===== src/rtl/instr_decode_stage.sv =====
// Decode stage: splits raw instruction words into fields and control, holds them in a
// valid/ready output register, and stalls fetch on read-after-write hazards.
module instr_decode_stage #(
    parameter int unsigned XLEN      = 32,
    parameter int unsigned HAZ_DEPTH = 2
) (
    input  logic            clk,
    input  logic            rst_n,
    input  logic            flush,
    input  logic            in_valid,
    output logic            in_ready,
    input  logic [31:0]     in_instr,
    input  logic [XLEN-1:0] in_pc,
    output logic            out_valid,
    input  logic            out_ready,
    output logic [XLEN-1:0] out_pc,
    output logic [3:0]      out_op,
    output logic [5:0]      out_rd,
    output logic [5:0]      out_rs,
    output logic [5:0]      out_rt,
    output logic [XLEN-1:0] out_imm,
    output logic            out_reg_write,
    output logic            out_mem_read,
    output logic            out_mem_write,
    output logic            out_branch,
    output logic            out_use_imm,
    output logic            out_illegal
);

    localparam logic [3:0] OpNop  = 4'b0000;
    localparam logic [3:0] OpIll1 = 4'b0001;
    localparam logic [3:0] OpIll2 = 4'b0010;
    localparam logic [3:0] OpSt   = 4'b0011;
    localparam logic [3:0] OpAdd  = 4'b0100;
    localparam logic [3:0] OpInc  = 4'b0101;
    localparam logic [3:0] OpNeg  = 4'b0110;
    localparam logic [3:0] OpSub  = 4'b0111;
    localparam logic [3:0] OpJ    = 4'b1000;
    localparam logic [3:0] OpBrz  = 4'b1001;
    localparam logic [3:0] OpJm   = 4'b1010;
    localparam logic [3:0] OpBrn  = 4'b1011;
    localparam logic [3:0] OpIll3 = 4'b1100;
    localparam logic [3:0] OpIll4 = 4'b1101;
    localparam logic [3:0] OpLd   = 4'b1110;
    localparam logic [3:0] OpSvpc = 4'b1111;

    logic [3:0]      dec_op;
    logic [5:0]      dec_rd;
    logic [5:0]      dec_rs;
    logic [5:0]      dec_rt;
    logic [XLEN-1:0] dec_imm;
    logic            dec_reg_write;
    logic            dec_mem_read;
    logic            dec_mem_write;
    logic            dec_branch;
    logic            dec_use_imm;
    logic            dec_illegal;
    logic            dec_rs_used;
    logic            dec_rt_used;

    logic            haz;
    logic            accept;

    logic            out_valid_q;
    logic [XLEN-1:0] out_pc_q;
    logic [3:0]      out_op_q;
    logic [5:0]      out_rd_q;
    logic [5:0]      out_rs_q;
    logic [5:0]      out_rt_q;
    logic [XLEN-1:0] out_imm_q;
    logic            out_reg_write_q;
    logic            out_mem_read_q;
    logic            out_mem_write_q;
    logic            out_branch_q;
    logic            out_use_imm_q;
    logic            out_illegal_q;

    logic [HAZ_DEPTH-1:0] pend_valid_q;
    logic [5:0]           pend_rd_q [HAZ_DEPTH];

    assign dec_op = in_instr[31:28];
    assign dec_rd = in_instr[27:22];
    assign dec_rs = in_instr[21:16];
    assign dec_rt = in_instr[15:10];

    always_comb begin
        dec_imm       = '0;
        dec_reg_write = 1'b0;
        dec_mem_read  = 1'b0;
        dec_mem_write = 1'b0;
        dec_branch    = 1'b0;
        dec_use_imm   = 1'b0;
        dec_illegal   = 1'b0;
        dec_rs_used   = 1'b0;
        dec_rt_used   = 1'b0;
        unique case (dec_op)
            OpNop: ;
            OpSvpc: begin
                dec_imm       = {{(XLEN-22){in_instr[21]}}, in_instr[21:0]};
                dec_use_imm   = 1'b1;
                dec_reg_write = 1'b1;
            end
            OpLd: begin
                dec_reg_write = 1'b1;
                dec_mem_read  = 1'b1;
                dec_rs_used   = 1'b1;
            end
            OpSt: begin
                dec_mem_write = 1'b1;
                dec_rs_used   = 1'b1;
                dec_rt_used   = 1'b1;
            end
            OpAdd, OpSub: begin
                dec_reg_write = 1'b1;
                dec_rs_used   = 1'b1;
                dec_rt_used   = 1'b1;
            end
            OpInc: begin
                // rt field doubles as the 6-bit increment, so it is not a source here
                dec_imm       = {{(XLEN-6){in_instr[15]}}, in_instr[15:10]};
                dec_use_imm   = 1'b1;
                dec_reg_write = 1'b1;
                dec_rs_used   = 1'b1;
            end
            OpNeg: begin
                dec_reg_write = 1'b1;
                dec_rs_used   = 1'b1;
            end
            OpJ, OpBrz, OpBrn: begin
                dec_branch  = 1'b1;
                dec_rs_used = 1'b1;
            end
            OpJm: begin
                dec_branch   = 1'b1;
                dec_mem_read = 1'b1;
                dec_rs_used  = 1'b1;
            end
            OpIll1, OpIll2, OpIll3, OpIll4: begin
                dec_illegal = 1'b1;
            end
            default: ;
        endcase
    end

    always_comb begin
        haz = 1'b0;
        if (in_valid) begin
            for (int i = 0; i < int'(HAZ_DEPTH); i++) begin
                if (pend_valid_q[i] && dec_rs_used && (dec_rs == pend_rd_q[i])) haz = 1'b1;
                if (pend_valid_q[i] && dec_rt_used && (dec_rt == pend_rd_q[i])) haz = 1'b1;
            end
            if (out_valid_q && out_reg_write_q) begin
                if (dec_rs_used && (dec_rs == out_rd_q)) haz = 1'b1;
                if (dec_rt_used && (dec_rt == out_rd_q)) haz = 1'b1;
            end
        end
    end

    assign in_ready = !flush && !haz && (!out_valid_q || out_ready);
    assign accept   = in_valid && in_ready;

    always_ff @(posedge clk or negedge rst_n) begin
        if (!rst_n) begin
            out_valid_q     <= 1'b0;
            out_pc_q        <= '0;
            out_op_q        <= '0;
            out_rd_q        <= '0;
            out_rs_q        <= '0;
            out_rt_q        <= '0;
            out_imm_q       <= '0;
            out_reg_write_q <= 1'b0;
            out_mem_read_q  <= 1'b0;
            out_mem_write_q <= 1'b0;
            out_branch_q    <= 1'b0;
            out_use_imm_q   <= 1'b0;
            out_illegal_q   <= 1'b0;
        end else if (flush) begin
            out_valid_q <= 1'b0;
        end else if (accept) begin
            out_valid_q     <= 1'b1;
            out_pc_q        <= in_pc;
            out_op_q        <= dec_op;
            out_rd_q        <= dec_rd;
            out_rs_q        <= dec_rs;
            out_rt_q        <= dec_rt;
            out_imm_q       <= dec_imm;
            out_reg_write_q <= dec_reg_write;
            out_mem_read_q  <= dec_mem_read;
            out_mem_write_q <= dec_mem_write;
            out_branch_q    <= dec_branch;
            out_use_imm_q   <= dec_use_imm;
            out_illegal_q   <= dec_illegal;
        end else if (out_ready) begin
            out_valid_q <= 1'b0;
        end
    end

    // Issued writers stay pending for HAZ_DEPTH cycles; flush leaves them alone.
    always_ff @(posedge clk or negedge rst_n) begin
        if (!rst_n) begin
            pend_valid_q <= '0;
            for (int i = 0; i < int'(HAZ_DEPTH); i++) pend_rd_q[i] <= '0;
        end else begin
            pend_valid_q[0] <= out_valid_q && out_ready && out_reg_write_q;
            pend_rd_q[0]    <= out_rd_q;
            for (int i = 1; i < int'(HAZ_DEPTH); i++) begin
                pend_valid_q[i] <= pend_valid_q[i-1];
                pend_rd_q[i]    <= pend_rd_q[i-1];
            end
        end
    end

    assign out_valid     = out_valid_q;
    assign out_pc        = out_pc_q;
    assign out_op        = out_op_q;
    assign out_rd        = out_rd_q;
    assign out_rs        = out_rs_q;
    assign out_rt        = out_rt_q;
    assign out_imm       = out_imm_q;
    assign out_reg_write = out_reg_write_q;
    assign out_mem_read  = out_mem_read_q;
    assign out_mem_write = out_mem_write_q;
    assign out_branch    = out_branch_q;
    assign out_use_imm   = out_use_imm_q;
    assign out_illegal   = out_illegal_q;

endmodule

===== config.mk =====
export PLATFORM = sky130hd
export DESIGN_NAME = instr_decode_stage
export DESIGN_NICKNAME = d
export VERILOG_FILES = /design/src/rtl/instr_decode_stage.sv
export SDC_FILE = /design/constraint.sdc
export NUM_CORES = 1
export LEC_CHECK = 0
export BUFFER_PORTS_ARGS = -buffer_cell sky130_fd_sc_hd__buf_4
export CAP_MARGIN = 40
export CORE_ASPECT_RATIO = 1.25
export CORE_MARGIN = 2
export CORE_UTILIZATION = 54
export CTS_CLUSTER_DIAMETER = 60
export CTS_CLUSTER_SIZE = 12
export DETAILED_ROUTE_END_ITERATION = 10
export GPL_TIMING_DRIVEN = 0
export PLACE_DENSITY_LB_ADDON = 0.15
export SYNTH_ARGS = -nofsm -noshare
export SYNTH_HDL_FRONTEND = slang
export SYNTH_SLANG_ARGS = --single-unit
export TNS_END_PERCENT = 20

===== constraint.sdc =====
create_clock -name clk -period 3.2 [get_ports clk]
set_input_delay 0.16 -clock clk [delete_from_list [all_inputs] [get_ports clk]]
set_output_delay 0.16 -clock clk [all_outputs]
set_load 0.03 [all_outputs]

==> reports/results.md <==
* Crit Reg-Reg Startpoint: out_rd[5]
* stage delay of the slowest cell on the critical path: 0.46 ns
* worst hold slack: 0.02236 ns
* area inside the core boundary: 8148 um2
* final clock period utilization by the worst path: 68.11%
* kind of start point of the critical path: flop
* post-detailed-route via-to-cell ratio: 5.111
* final worst clock skew: 0.009346 ns
* number of antenna violations at the first check in global routing: 0
* DP Wirelength: 7660 um
* total placed cells including tap cells: 584
* maximum fanout count along the critical path: 10
* FF+latch count, synth: 97
* htree depth: 3
* IR Drop Worst-Case VDD: 0.3638 mV
* Synth cell types: 34
* die area: 9083 um2
* endpoint type of the worst setup path: flop
* Routed wire per std cell: 17.08 um
* IO Count: 163
* kind of critical path: reg2reg
* first-pass GRT wire length: 16,320 um
* layout cell share with drive strength beyond 1: 51.39%
* power per cell area: 572.2 nW/um2
* aggregate global routing overflow: 0
* synthesized area per cell: 13.59 um2
* transition time at the pin with the least slew margin: 0.5578 ns
* overall global routing resource usage: 23.29%
* Worst Min Path Start: in_pc[17]
* relative slew slack: 62.81%
* starting density of the core: 55.22%
* Final WS setup: 1.020 ns
* Final TNS setup: 0 ns
* cell-by-cell listing of the critical path: xnor2_1 > nand4_1 > nor4_1 > o211ai_1 > and4b_1 > buf_6 > buf_2 > a31o_2
* result of the run: finished clean
* horizontal extent of the die: 85.65 um
* required arrival time at the worst endpoint: 3.46 ns
* number of enable-type register cells in the synthesized netlist: 0
* starting DRC count in detailed routing: 75
* Post-synth top flop: dfrtp_1
* sink count of the clock tree: 97
* detailed-route DRC error count: 0
* Post-Syn Instances: 331
* number of diodes added for antenna fixing: 0
* clock tree from TritonCTS: yes
* total number of placement rows: 37
* GP Congestion: 0.8411
* number of nets produced by synthesis: 400
* Clock transition at path regs: 0.09 ns
* Resize count post-CTS: 0
* leakage: 2.948 nW
* total routed wirelength: 10,270 um
* final hold violation count: 0
* post-placement worst setup slack: 0.9749 ns
* CTS Hold Bufs: 1
* Max Root-Sink Buffers: 2
* start point of the critical path: out_rd[5]
* post-synthesis cell area: 4499 um2
* post-route insts no fill: 601
* Async SR Flop Fraction: 100.0%
* Achievable Freq: 458.8 MHz
* total clock buffers created by CTS: 9
* Min-Delay Path Class: in2reg
* root buffer cell: clkbuf_8
* shortest period the worst path allows: 2.180 ns
* Max-cap violations: 0
* CP arrival: 2.44 ns
* unrepaired setup endpoints after global routing: no
* overall via count from detail_route: 3,072
* Max Slew Vio Count: 0
* quantity of I/O buffers inserted on ports: 155
* setup violation total in the final timing report: 0
* fraction of the yosys area taken by sequential cells: 53.95%
* Initial DRT Pass Iterations: 4
* overall die height: 106.1 um
* growth of design area from synthesis to finish: 33.54%
* Syn. warnings: 0
* highest-delay cell along the critical path: dfrtp_1
* maximum number of pins on one net before global-route repair: 58
* via count of the first global-routing pass: 3,222
* count of antenna-violating nets left after detailed routing: 0
* Layout Nets: 568
* PnR Total Power: 0.003438 W
* number of buffers added for setup after CTS: 0
* worst-skew pair later-pin latency: 0.36 ns
## cells in the mapped netlist, types with 4 or more instances
master / instances / area (um2)
a21oi_1: 17 / 85.08
a22o_1: 5 / 43.79
buf_2: 8 / 40.04
buf_4: 11 / 82.58
buf_6: 6 / 67.56
clkbuf_1: 6 / 22.52
dfrtp_1: 97 / 2427
inv_1: 22 / 82.58
mux2_2: 10 / 112.6
mux2_4: 50 / 750.7
mux2i_1: 19 / 190.2
nand2_1: 6 / 22.52
nand4_1: 6 / 37.54
nor2_1: 4 / 15.01
nor4_1: 6 / 37.54
xnor2_1: 25 / 219.0
xor2_1: 12 / 105.1
## path summary, 6_finish.rpt
path	to	slack [ns]	cells past startpoint
min reg2reg	pend_valid_q[1]	0.39	0
max	out_valid	1.02	8
max reg2reg	out_valid	1.02	8
min	out_pc[17]	0.02	2
max in group asynchronous	out_op[1]	2.21	3
min in group asynchronous	out_pc[6]	0.32	2
## placed cells by master (no fill, tap or decap), drive strengths merged, types with 2 or more instances in the layout
cell type,instances
buf,181
dfrtp,97
mux2,63
xnor2,25
inv,22
mux2i,19
a21oi,17
clkbuf,16
xor2,12
nand4,6
nand2,6
nor4,6
a22o,5
clkinv,5
nor2,4
o21ai,3
and3,2
nor2b,2
## per-stage QoR
step,cell area (um2),utilization [%]
floorplan,4499,-
global placement,5784,70.99
detailed placement,5812,71.33
CTS,6008,73.74
global route,6008,73.74
finish,6008,73.74
## routing by layer
layer / wire (um) / GRT usage (%) / vias to the layer above
li1: - / - / 1454
met1: 4212 / 29.99 / 1498
met2: 5309 / 39.29 / 109
met3: 608 / 5.280 / 11
met4: 134 / 6.916 / 0
met5: 0 / 0 / -
## power breakdown
group | leakage (nW) | switching [W] | internal [W]
logic | 1.65 | 0.000596 | 0.000529
clock network | 0.0998 | 0.000413 | 0.000358
registers | 1.20 | 0.000135 | 0.00141
## sequential cells by signal, summed over array words and instances (netlist names), 2 cells and up
name / flops
out_pc: 32
out_imm: 22
pend_rd_q: 12
out_rd: 6
out_rs: 6
out_rt: 6
out_op: 4
pend_valid_q: 2
## cells by family (layout without fill, tap and decap cells)
family / after synthesis / count (layout) / share of synthesized area (%)
flops: 97 / 97 / 53.95
mux: 82 / 82 / 24.17
buf+inv: 53 / 226 / 6.563
xor+xnor: 37 / 37 / 7.202
compound gates: 31 / 31 / 4.283
simple gates: 31 / 31 / 3.838
## final cells by class
cell class | instances | area (um2)
tap | 97 | 121.4
inverter | 22 | 82.58
multi-input combinational | 181 | 1777
clock buffer | 10 | 127.6
clock inverter | 6 | 58.81
fill | 588 | 2140
timing repair buffer | 157 | 1201
buffer | 31 | 212.7
sequential | 97 | 2427
## worst max-delay path: cells and delay by family (launching register included)
kind | cells | cell delay, ns
flip-flops | 1 | 0.46
XOR/XNOR | 1 | 0.23
AO/OA/AOI/OAI | 2 | 0.41
AND/OR/NAND/NOR | 3 | 0.57
buffers and inverters | 2 | 0.39
Power figures use the tool's default switching activity.
